[src/rtl/im_loader.sv]
// rtl/im_loader.sv - framed byte-stream loader that writes instruction memory and gates CPU reset
//
// Ports:
//   clk, rst   system clock, synchronous active-high reset
//   start      one-cycle pulse; begins a load from IDLE, DONE or ERROR
//   in_valid   byte source has in_data available
//   in_data    stream byte (frame: LEN_HI, LEN_LO, N*4 payload bytes MSB first, XOR checksum)
//   in_ready   loader accepts in_data this cycle
//   im_we      IM write strobe, one cycle per word
//   im_addr    IM word address
//   im_wdata   IM write data
//   cpu_rst    active-low CPU reset; high only once a verified image is in IM
//   busy       load in progress
//   done       image loaded and checksum matched (held until next start)
//   err        bad length or checksum mismatch (held until next start)

module im_loader #(
  parameter int ADDR_BITS = 10
) (
  input  logic                 clk,
  input  logic                 rst,
  input  logic                 start,
  input  logic                 in_valid,
  input  logic [7:0]           in_data,
  output logic                 in_ready,
  output logic                 im_we,
  output logic [ADDR_BITS-1:0] im_addr,
  output logic [31:0]          im_wdata,
  output logic                 cpu_rst,
  output logic                 busy,
  output logic                 done,
  output logic                 err
);

  // Counter needs one extra bit so a full 2^ADDR_BITS-word image can be counted.
  localparam int          CW        = ADDR_BITS + 1;
  localparam logic [15:0] MAX_WORDS = 16'(1 << ADDR_BITS);

  typedef enum logic [2:0] {
    S_IDLE,
    S_LEN_HI,
    S_LEN_LO,
    S_WORD,
    S_WRITE,
    S_CHECK,
    S_DONE,
    S_ERROR
  } state_t;

  state_t                 state;
  state_t                 state_next;

  logic [7:0]             len_hi;
  logic [15:0]            len;
  logic [CW-1:0]          counter;
  logic [1:0]             byte_idx;
  logic [7:0]             csum;
  logic [31:0]            word;
  logic [ADDR_BITS-1:0]   addr_q;

  logic                   xfer;
  logic [15:0]            len_word;
  logic                   last_word;

  assign xfer      = in_valid && in_ready;
  assign len_word  = {len_hi, in_data};
  assign last_word = (16'(counter) + 16'd1) == len;

  // All handshake and status outputs decode from state only, so in_ready has
  // no combinational dependence on in_valid.
  assign in_ready = (state == S_LEN_HI) || (state == S_LEN_LO) ||
                    (state == S_WORD)   || (state == S_CHECK);
  assign im_we    = (state == S_WRITE);
  assign busy     = in_ready || (state == S_WRITE);
  assign done     = (state == S_DONE);
  assign err      = (state == S_ERROR);
  assign cpu_rst  = (state == S_DONE);
  assign im_addr  = addr_q;
  assign im_wdata = word;

  always_comb begin
    state_next = state;
    case (state)
      S_IDLE, S_DONE, S_ERROR: begin
        if (start) state_next = S_LEN_HI;
      end
      S_LEN_HI: begin
        if (xfer) state_next = S_LEN_LO;
      end
      S_LEN_LO: begin
        if (xfer) begin
          if (len_word > MAX_WORDS)  state_next = S_ERROR;
          else if (len_word == 16'd0) state_next = S_CHECK;
          else                        state_next = S_WORD;
        end
      end
      S_WORD: begin
        if (xfer && byte_idx == 2'd3) state_next = S_WRITE;
      end
      S_WRITE: begin
        state_next = last_word ? S_CHECK : S_WORD;
      end
      S_CHECK: begin
        if (xfer) state_next = (in_data == csum) ? S_DONE : S_ERROR;
      end
      default: state_next = S_IDLE;
    endcase
  end

  always_ff @(posedge clk) begin
    if (rst) begin
      state    <= S_IDLE;
      len_hi   <= '0;
      len      <= '0;
      counter  <= '0;
      byte_idx <= '0;
      csum     <= '0;
      word     <= '0;
      addr_q   <= '0;
    end else begin
      state <= state_next;
      case (state)
        S_IDLE, S_DONE, S_ERROR: begin
          if (start) begin
            counter  <= '0;
            byte_idx <= '0;
            csum     <= '0;
          end
        end
        S_LEN_HI: begin
          if (xfer) len_hi <= in_data;
        end
        S_LEN_LO: begin
          if (xfer) len <= len_word;
        end
        S_WORD: begin
          if (xfer) begin
            word     <= {word[23:0], in_data};
            csum     <= csum ^ in_data;
            byte_idx <= byte_idx + 2'd1;
            // Address is latched with the last byte so it is stable during WRITE;
            // counter is at most N-1 here, which always fits ADDR_BITS.
            if (byte_idx == 2'd3) addr_q <= counter[ADDR_BITS-1:0];
          end
        end
        S_WRITE: begin
          counter  <= counter + CW'(1);
          byte_idx <= '0;
        end
        default: ;
      endcase
    end
  end

endmodule

[config.mk]
export PLATFORM = sky130hd
export DESIGN_NAME = im_loader
export DESIGN_NICKNAME = d
export VERILOG_FILES = /design/src/rtl/im_loader.sv
export SDC_FILE = /design/constraint.sdc
export NUM_CORES = 1
export LEC_CHECK = 0
export ABC_AREA = 0
export BUFFER_PORTS_ARGS = -buffer_cell sky130_fd_sc_hd__buf_2
export CAP_MARGIN = 10
export CELL_PAD_IN_SITES_DETAIL_PLACEMENT = 2
export CELL_PAD_IN_SITES_GLOBAL_PLACEMENT = 2
export CORE_MARGIN = 5
export CORE_UTILIZATION = 33
export CTS_CLUSTER_DIAMETER = 50
export CTS_CLUSTER_SIZE = 10
export DETAILED_ROUTE_END_ITERATION = 7
export GPL_TIMING_DRIVEN = 0
export PLACE_DENSITY_LB_ADDON = 0.1
export SYNTH_ARGS = -nofsm -noshare
export SYNTH_HDL_FRONTEND = slang
export SYNTH_SLANG_ARGS = --single-unit
[constraint.sdc]
create_clock -name clk -period 2.2 [get_ports clk]
set_input_delay 0.11 -clock clk [delete_from_list [all_inputs] [get_ports clk]]
set_output_delay 0.11 -clock clk [all_outputs]
set_load 0.02 [all_outputs]
==> metrics.md <==
| Metric | Value |
|---|---|
| Mapped Nets | 538 |
| Number of flops mapped to enable cells by yosys | 0 |
| Max-Cap Viols | 0 |
| CTS Buf Count | 9 |
| Reg2Reg Launch Point | counter[2] |
| CTS tree | built |
| GP Congestion | 0.802 |
| Final worst-path setup slack | 0.0985 ns |
| Vias in the first global route | 4,294 |
| Comb pwr share | 14.0% |
| P_leak | between 1.5 and 2 nW |
| Fin Setup TNS | 0 ns |
| Hold Crit Class | in -> reg |
| R2R cell count | 5 |
| Antenna diode count | 0 |
| Inst Count DP | slightly above 700 |
| Placed cell areas | 4510 um^2 |
| Relative slew margins | ~54% |
| Synth Area per Inst | 7.72 um^2 |
| Routed WL | 13.9 mm |
| Yosys cell types | 51 |
| Hold Violations, Final | 0 |
| Initial antenna violation count | 0 |
| Final Util | 40.3% |
| Power Dens Cells | 754 nW/um^2 |
| Mapped Cells | 524 |
| Via count | just under 4,000 |
| DR pass1 iterations | 4 |
| Worst reg2reg endpoint | state[1] |
| Sequential area share after synthesis | 44.5% |
| DR DRC count | 0 |
| Synth warn | 0 |
| Clock network power share | 39.5% |
| DRT iter0 DRCs | 174 |
| Finished Layout Cells | 743 |
| WL per Instance | about 19 um |
| Slew Viols, Final | 0 |
| Peak supply drop | 347 uV |
| Clk_lat worst skew | 0.35 ns |
| Worst hold path startpoint | in_data[6] |
| Arrival time at the worst endpoint | 2.34 ns |
| Ys flop type | dfxtp_1 |
| Worst hold path cell count | 3 |
| DIE AREA | about 15,000 um^2 |
| Post-synth top area share | 44.5% |
| Worst slew pin tran | 0.693 ns |
| Port Buffers | between 50 and 60 |
| Setup CP Type | reg -> reg |
| CP endpoint kind | flip-flop |
| Async S/R FF share, synth | 0% |
| Area Growth Syn to Fin | 19.6% |
| Htree depth | 3 |
| Worst Path Required | 2.44 ns |
| CTS Sinks | 90 |
| Outcome | finished clean |
| Sw Ratio | 28.9% |
| Total congestion overflow | 0 |
| Largest net degree at the start of global routing | 16 |
| Worst Path Max Fanout | 9 |
| Initial Util | 33.7% |
| Post-route cell area | 4840 um^2 |
| CP Launch Type | flip-flop |
| DP Wirelength | about 10 mm |
| Hold buffers post-CTS | 0 |
| Area of the core | approximately 12,000 um^2 |
| Share of layout cells above drive strength 1 | 18.6% |
| Final min period | 2.10 ns |
| Fmax | between 400 and 500 MHz |
| RSZ-0062 raised after global routing | no |
| Hold Path Sink | len[6] |
| Reg clk slew, reported paths | around 0.070 ns |
| Worst clock skew | approximately 0.0078 ns |
| Die W | 121 um |
| I/O pin cnt | 60 |
| Flop2flop setup slack | 0.1 ns |
| Fill cells | about 1,400 |
| Max Root-Sink Buffers | 2 |
| Clock root buffer | clkbuf_16 |
| Setup Slack @ Placement | -0.330 ns |
| #FFs+latches synth | 90 |
| First-pass GRT wire length | 22.8 mm |
| Final Cycle Share | 95.5% |
| Netlist Area Pre-Place | ~4000 um^2 |
| NumNets Final | 606 |
| Total track usage | between 10% and 20% |
| Synth top area cells | dfxtp_1 45%, nand2_1 12%, a21oi_1 11%, nor2_1 4.1%, xnor2_1 3.7% |
| Final setup viols | 0 |
| ANT nets after route | 0 |
| Psw | 1.05 mW |
| Cell row count | 40 |
| Vert. Die Dim | 121 um |
| Sequential Power Share | 46.6% |
| Avg Vias per Cell | 5.29 |
| Synth area leader | dfxtp_1 |
| Internal | 2.60 mW |
layout by cell type, fill, tap and decap left out, types with 3 or more instances in the layout:
cell        synthesis  layout
a21oi_1            87      86
nand3_1             7       7
or3_1               4       4
nor2_1             44      43
clkinvlp_4          0       3
xnor2_1            17      17
nand2_1           132     132
buf_4               2       4
inv_1               4       4
clkbuf_1           22      21
nor3_1              7       6
or2_2               9       9
nand3b_1            6       6
mux2i_1             9       9
and3_1              3       3
clkbuf_16           0       9
o21ai_0            25      24
nand2b_1            3       3
xor2_1              5       5
dfxtp_1            90      87
buf_2               4      61
nor4_1              4       4
synthesized netlist by cell type, types with 5 or more instances:
master    count
a21oi_1      87
clkbuf_1     22
dfxtp_1      90
mux2i_1       9
nand2_1     132
nand3_1       7
nand3b_1      6
nor2_1       44
nor3_1        7
o21ai_0      25
or2_2         9
xnor2_1      17
xor2_1        5
power groups by stage:
stage          Combinational [mW]  Clock, mW  Sequential [mW]
2_1_floorplan               0.332          0             1.73
3_3_place_gp                0.482          0             1.73
3_5_place_dp                0.499          0             1.74
4_1_cts                     0.506       1.48             1.70
5_1_grt                     0.566       1.54             1.70
6_report                    0.509       1.44             1.70
per-layer routing:
metal	wire length, um	share of wire (%)	GRT usage (%)	vias to the layer above
met5	0	0	0	-
li1	-	-	-	1911
met4	274	2.0	7.79	0
met3	329	2.4	2.95	19
met2	6780	49	33.8	53
met1	6540	47	25.5	1948
state kept, by name (all words and copies together) (netlist names):
name / cells
im_wdata: 32
state: 3
len: 16
im_addr: 10
byte_idx: 2
counter: 11
csum: 8
len_hi: 8
what timing repair did:
action | CTS | global route
hold endpoints to repair | 0 | 0
cloned | 0 | 0
pin swaps | 1 | 1
setup buffers | 0 | 1
setup endpoints to repair | 21 | 41
resized for setup | 11 | 12
through the flow:
| step | total power, mW | hold WS (ns) |
|---|---|---|
| global placement | 2.22 | 0.439 |
| detailed placement | 2.24 | 0.449 |
| floorplan | 2.06 | 0.246 |
| CTS | 3.69 | 0.0885 |
| global route | 3.81 | 0.115 |
| finish | 3.65 | 0.101 |
cells by family after synthesis:
logic type,after synthesis,synth area share [%]
AOI/OAI and AO/OA,127,17.0
xor gates and xnor gates,22,4.76
adders and majority gates,2,0.618
buffers and inverters,38,4.33
DFF,90,44.5
muxes,10,2.50
and+or+nand+nor,235,26.2
worst max-delay path, cell delays in order (launching register included):
cell and delay [ns]:
dfxtp_1 0.47, and3_4 0.30, nand4_4 0.13, or3_1 0.39, a2111o_1 0.47, a22o_2 0.24
worst max-delay path by stage:
stage                    start          to  slack [ns]
floorplan           counter[0]    state[1]        0.23
global placement      state[0]  counter[5]       -0.22
detailed placement    state[0]  counter[2]       -0.33
CTS                   state[0]  counter[3]       0.006
global route          state[0]  counter[3]        0.01
finish              counter[2]    state[1]         0.1
layout make-up:
type | count | area [um^2] | area share (%)
plain buffers | 33 | 166 | 3.44
clock buffers | 10 | 229 | 4.73
clock inverters | 5 | 40.0 | 0.827
inverters | 5 | 20.0 | 0.414
multi-input cells | 396 | 2100 | 43.4
flip-flops and latches | 90 | 1810 | 37.4
well taps | 147 | 184 | 3.80
repair buffers | 57 | 288 | 5.94
Power figures use the tool's default switching activity.
